--- config.mk ---
export PLATFORM = sky130hd
export DESIGN_NAME = scratch_pad_loader
export DESIGN_NICKNAME = d
export VERILOG_FILES = /design/src/rtl/scratch_pad_loader.sv
export SDC_FILE = /design/constraint.sdc
export NUM_CORES = 1
export LEC_CHECK = 0
export BUFFER_PORTS_ARGS = -buffer_cell sky130_fd_sc_hd__buf_2
export CORE_MARGIN = 4
export CORE_UTILIZATION = 35
export DETAILED_ROUTE_END_ITERATION = 6
export GPL_ROUTABILITY_DRIVEN = 0
export SLEW_MARGIN = 10
export SYNTH_ARGS = -nofsm -noshare
export SYNTH_HDL_FRONTEND = slang
export SYNTH_SLANG_ARGS = --single-unit
export TNS_END_PERCENT = 5
--- constraint.sdc ---
create_clock -name write_clk -period 2.8 [get_ports write_clk]
set_input_delay 0.14 -clock write_clk [delete_from_list [all_inputs] [get_ports write_clk]]
set_output_delay 0.14 -clock write_clk [all_outputs]
set_load 0.005 [all_outputs]
--- src/rtl/scratch_pad_loader.sv ---
// scratch_pad_loader: write-side sequencer for the NDP scratch pad.
// Turns a 32-bit valid/ready word stream into registered wen / data_in_addr /
// data_in writes that fill 8-entry slots across all SYS_HEIGHT+SYS_WIDTH banks.
// Define SP_LOAD_TIMEOUT_EN to enable the stall timeout and the err pulse.
module scratch_pad_loader #(
    parameter int SYS_WIDTH  = 64,
    parameter int SYS_HEIGHT = 1,
    parameter int TIMEOUT    = 1024
) (
    input  logic        write_clk,
    input  logic        rst,
    input  logic        start,
    input  logic [2:0]  base_entry,
    input  logic [3:0]  num_entries,
    input  logic        in_valid,
    input  logic [31:0] in_data,
    output logic        in_ready,
    output logic        wen,
    output logic [10:0] data_in_addr,
    output logic [31:0] data_in,
    output logic        busy,
    output logic        entry_done,
    output logic [2:0]  entry_idx,
    output logic        done,
    output logic        err
);

    localparam int NUM_BANKS = SYS_HEIGHT + SYS_WIDTH;
    // Beat index within an entry is {bank, half}; the last beat is bank NUM_BANKS-1, half 1.
    localparam logic [7:0] LAST_BEAT = 8'(2 * NUM_BANKS - 1);

    generate
        if (NUM_BANKS < 1 || NUM_BANKS > 128) begin : g_bad_banks
            $error("scratch_pad_loader: SYS_HEIGHT+SYS_WIDTH must be in 1..128");
        end
        if (TIMEOUT < 1) begin : g_bad_timeout
            $error("scratch_pad_loader: TIMEOUT must be at least 1");
        end
    endgenerate

    typedef enum logic [1:0] {
        S_IDLE,
        S_LOAD,
        S_DONE
    } state_t;

    state_t      state_q, state_d;
    logic [2:0]  base_q, base_d;
    logic [3:0]  num_q, num_d;
    logic [3:0]  entries_q, entries_d;
    logic [7:0]  beat_q, beat_d;
    logic        wen_q, wen_d;
    logic [10:0] addr_q, addr_d;
    logic [31:0] data_q, data_d;
    logic        entry_done_q, entry_done_d;
    logic [2:0]  entry_idx_q, entry_idx_d;
    logic        done_q, done_d;
    logic [2:0]  slot;

`ifdef SP_LOAD_TIMEOUT_EN
    localparam int STALL_W = $clog2(TIMEOUT + 1);
    logic [STALL_W-1:0] stall_q, stall_d;
    logic               err_q, err_d;
`endif

    // Slot currently being filled; 3-bit add wraps 7 -> 0.
    assign slot = base_q + entries_q[2:0];

    assign in_ready     = (state_q == S_LOAD);
    assign busy         = (state_q != S_IDLE);
    assign wen          = wen_q;
    assign data_in_addr = addr_q;
    assign data_in      = data_q;
    assign entry_done   = entry_done_q;
    assign entry_idx    = entry_idx_q;
    assign done         = done_q;
`ifdef SP_LOAD_TIMEOUT_EN
    assign err          = err_q;
`else
    assign err          = 1'b0;
`endif

    // Next-state and write-port logic: one registered write per accepted beat.
    always_comb begin
        state_d      = state_q;
        base_d       = base_q;
        num_d        = num_q;
        entries_d    = entries_q;
        beat_d       = beat_q;
        wen_d        = 1'b0;
        addr_d       = addr_q;
        data_d       = data_q;
        entry_done_d = 1'b0;
        entry_idx_d  = entry_idx_q;
        done_d       = 1'b0;
`ifdef SP_LOAD_TIMEOUT_EN
        stall_d      = stall_q;
        err_d        = 1'b0;
`endif
        case (state_q)
            S_IDLE: begin
                if (start) begin
                    if (num_entries == 4'd0) begin
                        done_d = 1'b1;
                    end else begin
                        base_d    = base_entry;
                        num_d     = num_entries;
                        entries_d = 4'd0;
                        beat_d    = 8'd0;
                        state_d   = S_LOAD;
`ifdef SP_LOAD_TIMEOUT_EN
                        stall_d   = '0;
`endif
                    end
                end
            end
            S_LOAD: begin
                if (in_valid) begin
                    wen_d  = 1'b1;
                    addr_d = {slot, beat_q};
                    data_d = in_data;
`ifdef SP_LOAD_TIMEOUT_EN
                    stall_d = '0;
`endif
                    if (beat_q == LAST_BEAT) begin
                        entry_done_d = 1'b1;
                        entry_idx_d  = slot;
                        beat_d       = 8'd0;
                        entries_d    = entries_q + 4'd1;
                        if (entries_q + 4'd1 == num_q) begin
                            state_d = S_DONE;
                        end
                    end else begin
                        beat_d = beat_q + 8'd1;
                    end
                end
`ifdef SP_LOAD_TIMEOUT_EN
                else if (stall_q == STALL_W'(TIMEOUT - 1)) begin
                    err_d   = 1'b1;
                    stall_d = '0;
                    state_d = S_IDLE;
                end else begin
                    stall_d = stall_q + 1'b1;
                end
`endif
            end
            S_DONE: begin
                done_d  = 1'b1;
                state_d = S_IDLE;
            end
            default: begin
                state_d = S_IDLE;
            end
        endcase
    end

    // State, counters and registered outputs; reset abandons any load in flight.
    always_ff @(posedge write_clk or posedge rst) begin
        if (rst) begin
            state_q      <= S_IDLE;
            base_q       <= 3'd0;
            num_q        <= 4'd0;
            entries_q    <= 4'd0;
            beat_q       <= 8'd0;
            wen_q        <= 1'b0;
            addr_q       <= 11'd0;
            data_q       <= 32'd0;
            entry_done_q <= 1'b0;
            entry_idx_q  <= 3'd0;
            done_q       <= 1'b0;
        end else begin
            state_q      <= state_d;
            base_q       <= base_d;
            num_q        <= num_d;
            entries_q    <= entries_d;
            beat_q       <= beat_d;
            wen_q        <= wen_d;
            addr_q       <= addr_d;
            data_q       <= data_d;
            entry_done_q <= entry_done_d;
            entry_idx_q  <= entry_idx_d;
            done_q       <= done_d;
        end
    end

`ifdef SP_LOAD_TIMEOUT_EN
    // Stall counter and err pulse for the timeout abort.
    always_ff @(posedge write_clk or posedge rst) begin
        if (rst) begin
            stall_q <= '0;
            err_q   <= 1'b0;
        end else begin
            stall_q <= stall_d;
            err_q   <= err_d;
        end
    end
`endif

endmodule

==> results.yml <==
critical_path:
  worstRegToRegCells: 6
  arrival_ns: 2.43
  reg2reg_from: "beat_q[1]"
  startpoint_type: "register"
  endpoint_kind: "register"
  required_ns: 3.03
  path_max_fanout: 9
  criticalPathCategory: "reg2reg"
  rr_endpoint: "entries_q[0]"
  r2r_slack_ns: 0.60
sta:
  rsz0062_at_grt: "no"
  fin_ws_ns: 0.601
  tightest_slew_ns: 0.669
  setup_violations: 0
  drv_slew: 0
  fin_crit_sh: 0.785
  fin_crit_ns: 2.20
  max_slew_margin: 0.553
  whs_ns: 0.0145
  hold_viol: 0
  fin_worst_skew_ns: 0.00806
  max_freq_mhz: 455
  fin_tns_setup_ns: 0
grt:
  antenna_found_initial: 0
  grt_pass1_vias: 2602
  grt.overflow.total: 0
  grt.total_usage: 0.149
  grt_pass1_wl_um: 12300
  grt_max_degree: 34
clocking:
  clock_sinks: 70
  clockBufferDepth: 2
  cts_tree: "done"
  cts_resized: 0
  clock_latency_ns: 0.34
  htreeDepth: 3
  clkTransAtPathRegs_ns: 0.08
  numCtsBuffers: 9
  root_buffer: "clkbuf_8"
synth:
  synth_seq_cells: 70
  netlist.area_leader.share: 0.573
  ys_types: 45
  yosysSeqAreaShare: 0.573
  synth_area_per_cell_um2: 9.71
  ys_top_cells_by_area: "dfrtp_1 (57%), nand2_1 (17%), mux2_1 (3.7%)"
  syn_nets: 363
  synth_warnings: 0
  netlist_area_um2: 3060
  syn_inst: 315
  synth_area_leader_cell: "dfrtp_1"
flow_run:
  maxCapViolations: 0
layout:
  synthToLayoutAreaGrowth_pct: 36.4
  drive_above_1_share: 0.281
  final_cells: 554
  fin_nets: 492
  antennaDiodeCount: 0
  final_util: 0.500
  final_area_um2: 4170
place:
  post-place-ws_ns: 0.616
  portBuffers: 93
  place_inst: 506
  dp.final_hpwl_um: 5180
  dpl_cell_area_um2: 3630
detailed_routing:
  vias: 2570
  wirelength_um: 7430
  viasPerCell: 4.64
  wl_per_cell_um: 13.4
  first_pass_iters: 6
  drt_iter0_markers: 104
  final_antenna_net_count: 0
  drc: 0
power_and_ir_drop:
  powerDensity_nw_per_um2: 621
  leakage_nw: 2.19
  totalPowerFinal_mw: 2.59
  vdd_drop_max_mv: 0.213
hold_path:
  min_from: "base_entry[1]"
  min_path_cells: 2
  worstHoldEndpoint: "base_q[1]"
  hold_class: "in2reg"
floorplanning:
  coreArea_um2: 8340
  dieArea_um2: 10300
  start_util: 0.367
  fp.dieW_um: 101
  row_count: 33
  die_h_um: 101
  ios: 95
status:
  status: "completed"
routing by layer:
metal | share of wire | vias up | routed length (um) | GRT usage
met4 | 0.011 | 0 | 81 | 0.0562
li1 | - | 1273 | - | -
met3 | 0.076 | 9 | 563 | 0.0351
met1 | 0.47 | 1196 | 3490 | 0.199
met5 | 0 | - | 0 | 0
met2 | 0.44 | 92 | 3300 | 0.236
state kept, by name, summed over array words and instances (netlist names):
| name | flops |
|---|---|
| beat_q | 8 |
| num_q | 4 |
| entry_idx | 3 |
| state_q | 2 |
| data_in | 32 |
| entries_q | 4 |
| done | 1 |
| base_q | 3 |
| wen | 1 |
| entry_done | 1 |
| data_in_addr | 11 |
critical path, stage by stage, from the launching register on:
cell	delay, ns
dfrtp_1	0.41
inv_1	0.09
ha_1	0.20
nor4bb_1	0.47
and2_1	0.38
mux2_1	0.36
a22o_1	0.18
logic make-up (layout without fill, tap and decap cells):
group	Yosys count	count (layout)	synth area share
AOI/OAI and AO/OA	25	25	0.0622
xor gates and xnor gates	9	9	0.0258
adders and majority gates	5	5	0.0229
buffers and inverters	25	159	0.0356
DFF	70	70	0.573
muxes	10	10	0.0368
other	1	1	0.00123
and+or+nand+nor	170	170	0.243
power by group:
group,switching [mW],total (mW),internal (mW)
registers,0.117,1.27,1.15
clock network,0.380,0.865,0.486
logic,0.230,0.459,0.230
cell usage in the layout (no fill, tap or decap), types with 2 or more instances in the layout:
master / synthesis / layout
xnor2_1: 5 / 5
or3_1: 2 / 2
a21oi_1: 4 / 4
nand4_1: 2 / 2
o21ai_0: 4 / 4
o21ai_1: 2 / 2
a31oi_4: 2 / 2
and2_1: 2 / 2
and3_1: 4 / 4
nor2_1: 3 / 3
nand3_1: 5 / 5
clkinvlp_4: 0 / 2
mux2_1: 10 / 10
a31oi_1: 4 / 4
inv_2: 2 / 3
buf_2: 3 / 93
clkbuf_8: 0 / 12
buf_4: 3 / 5
ha_1: 4 / 4
o31ai_1: 3 / 3
nand2_1: 139 / 139
dfrtp_1: 70 / 70
inv_1: 11 / 10
xor2_1: 4 / 4
dlygate4sd3_1: 0 / 32
Yosys cell counts, drive strengths merged:
| library cell | instances |
|---|---|
| a22o | 1 |
| clkbuf | 3 |
| a21boi | 1 |
| nor4 | 1 |
| or2 | 2 |
| or4b | 1 |
| nand4 | 2 |
| a22oi | 1 |
| fa | 1 |
| o31ai | 3 |
| buf | 9 |
| nor2 | 4 |
| o211ai | 1 |
| o21ai | 6 |
| and3 | 4 |
| dfrtp | 70 |
| nand3b | 1 |
| nor3b | 1 |
| nor4bb | 1 |
| nand3 | 6 |
| inv | 13 |
| or4 | 1 |
| nand2b | 1 |
| ha | 4 |
| nand2 | 139 |
| xor2 | 4 |
| conb | 1 |
| xnor2 | 5 |
| mux2 | 10 |
| and2 | 2 |
| or2b | 1 |
| a21oi | 4 |
| o22ai | 1 |
| nor4b | 1 |
| or3 | 2 |
| a31oi | 7 |
cell type report:
| cell class | count | area (um^2) |
|---|---|---|
| inverter | 13 | 48.8 |
| clock inverter | 4 | 53.8 |
| clock buffer | 12 | 165 |
| multi-input combinational | 220 | 1200 |
| tap | 105 | 131 |
| timing repair buffer | 130 | 823 |
| sequential | 70 | 1750 |
| fill | 756 | 4170 |
how the worst max path moves through the flow:
stage                    from            to  slack [ns]  cells past startpoint
floorplan                 rst     base_q[0]        0.89                      1
detailed placement  beat_q[1]  entries_q[0]        0.62                      6
finish              beat_q[1]  entries_q[0]        0.60                      6
global route        beat_q[1]  entries_q[0]        0.40                      6
CTS                 beat_q[1]  entries_q[0]        0.61                      6
global placement    beat_q[1]  entries_q[0]        0.75                      6
timing repair:
item,in CTS,in global routing
hold endpoints to repair,61,0
buffers inserted,0,0
hold buffers,32,0
(Power assumes the default switching activity.)
